<file path="src/rtl/tone_sequencer.sv">
// tone_sequencer: pattern sequencer driving the sound card's voice-enable inputs.
//
// A writable pattern memory holds entries of {mask, dur}. On start, steps 0..length are
// played in order; each mask is held for dur tempo ticks (dur=0 plays as 1 tick), where
// one tick is PRESCALE clk cycles. After the last step playback either wraps to step 0
// or finishes with a one-cycle done pulse.
//
// Ports:
//   clk        - system clock, rising edge
//   reset      - asynchronous, active-high reset (pattern memory is preserved)
//   wr_en      - pattern write strobe
//   wr_addr    - pattern entry to write
//   wr_data    - {mask[VOICES-1:0], dur[DUR_W-1:0]}
//   start      - begin (or restart) playback from step 0
//   stop       - abort playback; has priority over start
//   loop_en    - 1: wrap to step 0 after the last step, 0: finish
//   length     - index of the last step played
//   voice_mask - registered voice enables
//   step_idx   - current step index
//   busy       - high while playing
//   done       - one-cycle pulse on natural completion
module tone_sequencer #(
    parameter int unsigned VOICES   = 4,
    parameter int unsigned ADDR_W   = 4,
    parameter int unsigned DUR_W    = 8,
    parameter int unsigned PRESCALE = 1000
) (
    input  logic                    clk,
    input  logic                    reset,
    input  logic                    wr_en,
    input  logic [ADDR_W-1:0]       wr_addr,
    input  logic [VOICES+DUR_W-1:0] wr_data,
    input  logic                    start,
    input  logic                    stop,
    input  logic                    loop_en,
    input  logic [ADDR_W-1:0]       length,
    output logic [VOICES-1:0]       voice_mask,
    output logic [ADDR_W-1:0]       step_idx,
    output logic                    busy,
    output logic                    done
);

    localparam int unsigned DEPTH = 2 ** ADDR_W;
    localparam int unsigned PRE_W = (PRESCALE > 1) ? $clog2(PRESCALE) : 1;
    localparam logic [PRE_W-1:0] PRE_MAX = PRE_W'(PRESCALE - 1);

    typedef enum logic [0:0] {StIdle, StPlay} state_e;

    state_e                    state_q, state_d;
    logic [VOICES-1:0]         mask_q, mask_d;
    logic [ADDR_W-1:0]         idx_q, idx_d;
    logic [PRE_W-1:0]          presc_q, presc_d;
    logic [DUR_W-1:0]          dur_q, dur_d;
    logic                      done_q, done_d;

    logic [VOICES+DUR_W-1:0]   mem_q [DEPTH];

    logic                      load_en;
    logic [ADDR_W-1:0]         load_idx;
    logic [VOICES+DUR_W-1:0]   load_entry;
    logic [DUR_W-1:0]          load_dur;

    // Pattern memory has no reset so a loaded pattern survives a reset.
    always_ff @(posedge clk) begin
        if (wr_en) begin
            mem_q[wr_addr] <= wr_data;
        end
    end

    always_comb begin
        state_d    = state_q;
        mask_d     = mask_q;
        idx_d      = idx_q;
        presc_d    = presc_q;
        dur_d      = dur_q;
        done_d     = 1'b0;
        load_en    = 1'b0;
        load_idx   = '0;

        unique case (state_q)
            StIdle: begin
                if (start && !stop) begin
                    load_en = 1'b1;
                    state_d = StPlay;
                end
            end
            StPlay: begin
                if (stop) begin
                    state_d = StIdle;
                    mask_d  = '0;
                    idx_d   = '0;
                end else if (start) begin
                    load_en = 1'b1;
                end else if (presc_q == '0) begin
                    presc_d = PRE_MAX;
                    if (dur_q > DUR_W'(1)) begin
                        dur_d = dur_q - DUR_W'(1);
                    end else if (idx_q != length) begin
                        // Equality only: a length below idx wraps through the top of memory.
                        load_en  = 1'b1;
                        load_idx = idx_q + ADDR_W'(1);
                    end else if (loop_en) begin
                        load_en = 1'b1;
                    end else begin
                        state_d = StIdle;
                        mask_d  = '0;
                        idx_d   = '0;
                        done_d  = 1'b1;
                    end
                end else begin
                    presc_d = presc_q - PRE_W'(1);
                end
            end
            default: state_d = StIdle;
        endcase

        // Step load reads the array as it stands before this edge's write.
        load_entry = mem_q[load_idx];
        load_dur   = load_entry[DUR_W-1:0];
        if (load_en) begin
            idx_d   = load_idx;
            mask_d  = load_entry[VOICES+DUR_W-1:DUR_W];
            dur_d   = (load_dur == '0) ? DUR_W'(1) : load_dur;
            presc_d = PRE_MAX;
        end
    end

    always_ff @(posedge clk or posedge reset) begin
        if (reset) begin
            state_q <= StIdle;
            mask_q  <= '0;
            idx_q   <= '0;
            presc_q <= '0;
            dur_q   <= '0;
            done_q  <= 1'b0;
        end else begin
            state_q <= state_d;
            mask_q  <= mask_d;
            idx_q   <= idx_d;
            presc_q <= presc_d;
            dur_q   <= dur_d;
            done_q  <= done_d;
        end
    end

    assign voice_mask = mask_q;
    assign step_idx   = idx_q;
    assign busy       = (state_q == StPlay);
    assign done       = done_q;

endmodule

</file>
<file path="config.mk">
export PLATFORM = sky130hd
export DESIGN_NAME = tone_sequencer
export DESIGN_NICKNAME = d
export VERILOG_FILES = /design/src/rtl/tone_sequencer.sv
export SDC_FILE = /design/constraint.sdc
export NUM_CORES = 1
export LEC_CHECK = 0
export ABC_AREA = 0
export BUFFER_PORTS_ARGS = -buffer_cell sky130_fd_sc_hd__clkbuf_2
export CAP_MARGIN = 20
export CELL_PAD_IN_SITES_DETAIL_PLACEMENT = 0
export CELL_PAD_IN_SITES_GLOBAL_PLACEMENT = 1
export CORE_ASPECT_RATIO = 1.5
export CORE_UTILIZATION = 50
export DETAILED_ROUTE_END_ITERATION = 8
export PLACE_DENSITY_LB_ADDON = 0.1
export SYNTH_ARGS = -nofsm -noshare
export SYNTH_HDL_FRONTEND = slang
export SYNTH_SLANG_ARGS = --single-unit
</file>
<file path="constraint.sdc">
create_clock -name clk -period 3.5 [get_ports clk]
set_input_delay 0.175 -clock clk [delete_from_list [all_inputs] [get_ports clk]]
set_output_delay 0.175 -clock clk [all_outputs]
set_load 0.05 [all_outputs]
</file>
## Word-level counts from Yosys, hierarchy flattened

Memory sizes are Yosys's and may differ from the RTL's.
Index checks and enable logic that the tools add are counted.

| storage, ports and cells | value |
|---|---|
| output and inout bits | 10 |
| RAM bits | 192 |
| word-level logic and storage cells | 79 |
| memories | 1 |
| bits in registers | 28 |

Memory list:

| memory | words | bits a word | rd ports | clocked after Yosys merged registers in | wr ports | RTL line | text |
|---|---|---|---|---|---|---|---|
| mem_q | 16 | 12 | 1 | 0 | 1 | 56 | `logic [VOICES+DUR_W-1:0] mem_q [DEPTH];` |

| operators by class | value |
|---|---|
| $add $sub $neg | 3 |
| equality and inequality tests | 7 |
| order comparisons | 1 |
| mux-type cells | 49 |
| bitwise gates (word level) | 1 |
| reductions and logical operators | 11 |

Operators by type and width:

| kind | number |
|---|---|
| $mux W4 | 15 |
| $mux W8 | 7 |
| $mux W10 | 5 |
| $mux W1 | 20 |
| $logic_not A10 Y1 | 1 |
| $sub A10 B1 Y10 const B | 1 |
| $gt A8 B1 Y1 const B | 1 |
| $logic_not A8 Y1 | 1 |
| $sub A8 B1 Y8 const B | 1 |
| $ne A3 B3 Y1 const B | 2 |
| $reduce_and A6 Y1 | 1 |
| $reduce_bool A2 Y1 | 3 |
| $reduce_and A5 Y1 | 1 |
| $add A4 B1 Y4 const B | 1 |
| $ne A2 B1 Y1 const B | 2 |
| $ne A4 B4 Y1 | 1 |
| $pmux W1 S2 | 2 |
| $ne A3 B1 Y1 const B | 1 |
| $ne A3 B2 Y1 const B | 1 |
| $reduce_and A3 Y1 | 1 |
| $reduce_bool A3 Y1 | 1 |
| $logic_and A1 B1 Y1 | 1 |
| $logic_not A1 Y1 | 1 |
| $not A1 Y1 | 1 |

## Depth between registers and ports, before layout

An unclocked memory read counts as a cell.

| depth | value |
|---|---|
| depth in word-level cells | 11 |
| depth in mapped cells | 12 |
| mapped depth without buffers | 10 |

## Least setup slack after synthesis

OpenSTA, ideal clock, no wires.

| timing path | value |
|---|---|
| path kind | register to register |
| start point | register idx_q[1] (netlist: step_idx[1]) |
| end point | register dur_q[0] |
| arrival | 2962 ps |
| cell stages (with the launch flop) | 11 |
| setup time | 104 ps |
| data required time | 3396 ps |
| period minus slack after synthesis | 3065 ps |
| path slack | 435 ps |
| cells stage by stage | dfrtp_1 -> ha_1 -> clkbuf_1 -> clkbuf_1 -> clkbuf_1 -> mux4_2 -> a21oi_1 -> a32oi_1 -> nor2_1 -> nand4b_1 -> o41ai_2 |

| between the ends | value |
|---|---|
| word-level cells in the longest chain between the ends | 11 |

RTL lines:

| item | RTL line | text |
|---|---|---|
| from (decl) | 51 | `logic [ADDR_W-1:0] idx_q, idx_d;` |
| from (signal assigned) | 139 | `idx_q <= idx_d;` |
| $add A4 B1 Y4 / $ne A4 B4 Y1 (equally long branches) | 101, 98 |  |
| $mux W4 | 98 | `end else if (idx_q != length) begin` |
| $mux W4 | 96 | `if (dur_q > DUR_W'(1)) begin` |
| $mux W4 | 94 | `end else if (presc_q == '0) begin` |
| $mux W4 | 92 | `end else if (start) begin` |
| $mux W4 | 88 | `if (stop) begin` |
| $mux W4 | 80 | `unique case (state_q)` |
| $mem_v2 Z16 W12 | - |  |
| $logic_not A8 Y1 | 123 | `dur_d = (load_dur == '0) ? DUR_W'(1) : load_dur;` |
| $mux W8 | 123 |  |
| $mux W8 | 120 | `if (load_en) begin` |
| to (signal assigned) | 141 | `dur_q <= dur_d;` |
| to (decl) | 53 | `logic [DUR_W-1:0] dur_q, dur_d;` |

Several ways; a longest one is shown, not always the timed one.
A chain may end at the register's enable or synchronous reset.

## Final worst setup path

| timing path | value |
|---|---|
| start point | register presc_q[0] |
| end point | register dur_q[0] |

| between the ends | value |
|---|---|
| word-level cells in the longest chain between the ends | 9 |

RTL lines:

| item | RTL line | text |
|---|---|---|
| from (decl) | 52 | `logic [PRE_W-1:0] presc_q, presc_d;` |
| from (signal assigned) | 140 | `presc_q <= presc_d;` |
| $logic_not A10 Y1 * | 94 |  |
| $mux W4 | 94 |  |
| $mux W4 | 92 |  |
| $mux W4 | 88 |  |
| $mux W4 | 80 |  |
| $mem_v2 Z16 W12 | - |  |
| $logic_not A8 Y1 | 123 |  |
| $mux W8 | 123 |  |
| $mux W8 | 120 |  |

Mark *: on every way between the ends. The rest lies on a longest branch, timed or not.

==> flow_metrics.tcl <==
set metrics [dict create \
    antenna_found_initial 0 \
    grt_first_pass_wirelength_mm 34.9 \
    n_fill_cell 1406 \
    crit_path_start_kind "register" \
    power_density_mw_per_mm2 522 \
    multi_input_area_mm2 0.00266 \
    viasPerCell 6.31 \
    clock-sinks 220 \
    ys_dominant_reg_cell "edfxtp_1" \
    slowest_delay_ns 0.57 \
    critical_path_arrival_ns 3.48 \
    wl_per_cell_um 24.4 \
    ff_latch_area_mm2 0.00647 \
    max_slew_margin 0.278 \
    synth_seq_cells 220 \
    critical_path_peak_fanout 10 \
    drv_cap 0 \
    combinationalPowerShare 0.050 \
    dp_hpwl_mm 14.2 \
    area_growth_pct 14.3 \
    drive_above_1_share 0.202 \
    irDropWorstVdd_v 0.000413 \
    yosysWarningCount 0 \
    syn_inst 646 \
    path_cells "inv_1 > ha_1 > nor3b_1 > nand3_4 > or3_1 > buf_4 > o22a_1 > nor2_1 > a32o_1 > nand4b_1 > o41ai_2" \
    worst_slack_ns 0.417 \
    initialDrtViolationCount 664 \
    port_buffers 35 \
    max_freq_mhz 324 \
    synthTopCellsByArea "edfxtp_1, dfrtp_1, mux4_2" \
    netSwitchingFraction 0.221 \
    fin_worst_skew_ns 0.0131 \
    dr.pass1.iters 7 \
    grt_pass1_vias 5921 \
    p_leak_nw 3.58 \
    synth.most_common_cell "edfxtp_1" \
    io_pins 36 \
    die_x_um 113 \
    synth_edf_count 192 \
    synth_common_cells "edfxtp_1, nand2_1, nor2_1, o21ai_0, dfrtp_1" \
    seq_power_share 0.544 \
    n_antenna_cell 0 \
    num_vias 5918 \
    grt_remaining_overflow 0 \
    maxSlewViolCount 0 \
    clkPwrFrac 0.405 \
    hold_viol 0 \
    worst_ep_required_time_ns 3.90 \
    p_switching_w 0.00122 \
    cts_root_buffer "clkbuf_16" \
    cts_tree "built" \
    die_h_um 169 \
    ys_types 65 \
    row_count 60 \
    core_area_mm2 0.0180 \
    cp.buffers_inverters 2 \
    status "complete, no violations" \
    wirelength_mm 22.9 \
    fin_setup_tns_ns 0 \
    initial_core_util 0.514 \
    cts_buffer_depth 3 \
    end_kind "register" \
    final_util 0.588 \
    syn_nets 676 \
    clkTransAtPathRegs_ns 0.06 \
    timing.hold.ws_ns 0.0131 \
    p_int_w 0.00431 \
    setup_viol 0 \
    syn_area_mm2 0.00926 \
    numCtsBuffers 22 \
    track_usage 0.248 \
    final_cells 938 \
    synthArstFlopShare 0.127 \
    clock_latency_ns 0.51 \
    drc 0 \
    period_minus_slack_ns 3.08 \
    dieArea_mm2 0.0191 \
    period_share 0.881 \
    detail-route-antenna-nets 0 \
    path_class "reg -> reg" \
    crit_family "simple AND/OR/NAND/NOR gates" \
    rsz0062_at_grt "false" \
    htreeDepth 1 \
    worst_pin_slew_ns 1.07 \
    yosys.area.top_type_share 0.622 \
    place_ws_ns 0.453 \
    grt_start_max_net_pins 43 \
    gp_congestion 0.801 \
    dp_cells 899 \
    layout.nets 739 \
    synth.avg_cell_area_um2 14.3 \
    postCtsSetupRepairBufs 0 \
    synth_top_area_cell "edfxtp_1" \
    seq_area_frac_synth 0.698 \
    crit_slowest_cell "or3_1" \
    hold_path.class "in -> reg" \
]
flip-flops by register name, summed over array words and instances, names as in the netlist:
register and flops:
step_idx 4, presc_q 10, mem_q 192, dur_q 8, busy 1, voice_mask 4, done 1
cell usage in the layout (no fill, tap or decap), types with 4 or more instances in the layout:
cell,n
nand3_1,9
nor3_2,4
o22ai_1,11
and3_1,18
xnor2_1,5
mux2_2,10
a211oi_1,23
o21ai_0,29
nor2_2,4
mux2i_1,20
dfrtp_1,27
nand2b_1,7
xor2_1,4
nor2_1,43
clkbuf_2,35
a21oi_1,27
a22oi_1,4
or3_1,5
nand2_1,57
nor4_1,6
clkbuf_16,23
nor3_1,6
edfxtp_1,192
inv_1,10
mux4_2,10
clkinv_1,4
buf_4,32
o32ai_1,4
o211ai_1,4
a31oi_1,10
o221ai_1,7
layer usage:
layer  vias to the layer above  track usage  wire [um]  part of all wire
met1                      2985        0.330       9370              0.41
met5                         -            0          0                 0
li1                       2656            -          -                 -
met3                        43       0.0376       1450             0.063
met2                       234        0.422      11600              0.51
met4                         0       0.0732        468             0.020
tightest hold or removal path: stages:
cell	delay, ns
clkbuf_2	0.09
nor2_1	0.05
and3_1	0.17
per-stage QoR:
| stage | power, W | area (um^2) |
|---|---|---|
| finish | 0.00553 | 10600 |
| global route | 0.00569 | 10600 |
| CTS | 0.00554 | 10600 |
| detailed placement | 0.00334 | 9890 |
| global placement | 0.00333 | 9890 |
| floorplan | 0.00321 | 9260 |
path summary, 6_finish.rpt:
check / start / endpoint / slack, ns / cells past startpoint
worst min register to register: presc_q[0] / presc_q[0] / 0.50 / 1
worst min-delay path: loop_en / done / 0.01 / 3
worst max-delay path: presc_q[0] / dur_q[0] / 0.42 / 11
worst max register to register: presc_q[0] / dur_q[0] / 0.42 / 11
min in group asynchronous: reset / voice_mask[1] / 0.27 / 4
max in group asynchronous: reset / step_idx[0] / 2.92 / 4
final cells by class:
cell class,count,area share
flip-flops and latches,220,0.611
well taps,217,0.0256
multi-input cells,383,0.251
clock buffers,24,0.0547
inverters,10,0.00354
clock inverters,12,0.00886
repair buffers,72,0.0458
cells by family (layout without fill, tap and decap cells):
kind of cell / after synthesis / count (layout) / share of synthesized area
compound gates: 148 / 148 / 0.108
xor+xnor: 9 / 9 / 0.00851
fa+ha+maj: 4 / 4 / 0.00540
buf+inv: 43 / 118 / 0.0211
flops: 220 / 220 / 0.698
mux: 40 / 40 / 0.0581
simple gates: 182 / 182 / 0.100
power by group through the flow:
stage               registers (W)  clock network, W  logic [W]
floorplan                 0.00307                 0   0.000149
global placement          0.00306                 0   0.000269
detailed placement        0.00306                 0   0.000278
CTS                       0.00301           0.00225   0.000282
global route              0.00302           0.00237   0.000308
finish                    0.00301           0.00224   0.000279
what timing repair did:
action	4_1_cts	5_1_grt
gates resized for setup	0	0
hold buffers	3	0
hold endpoints to repair	29	0
Power figures use the tool's default switching activity.
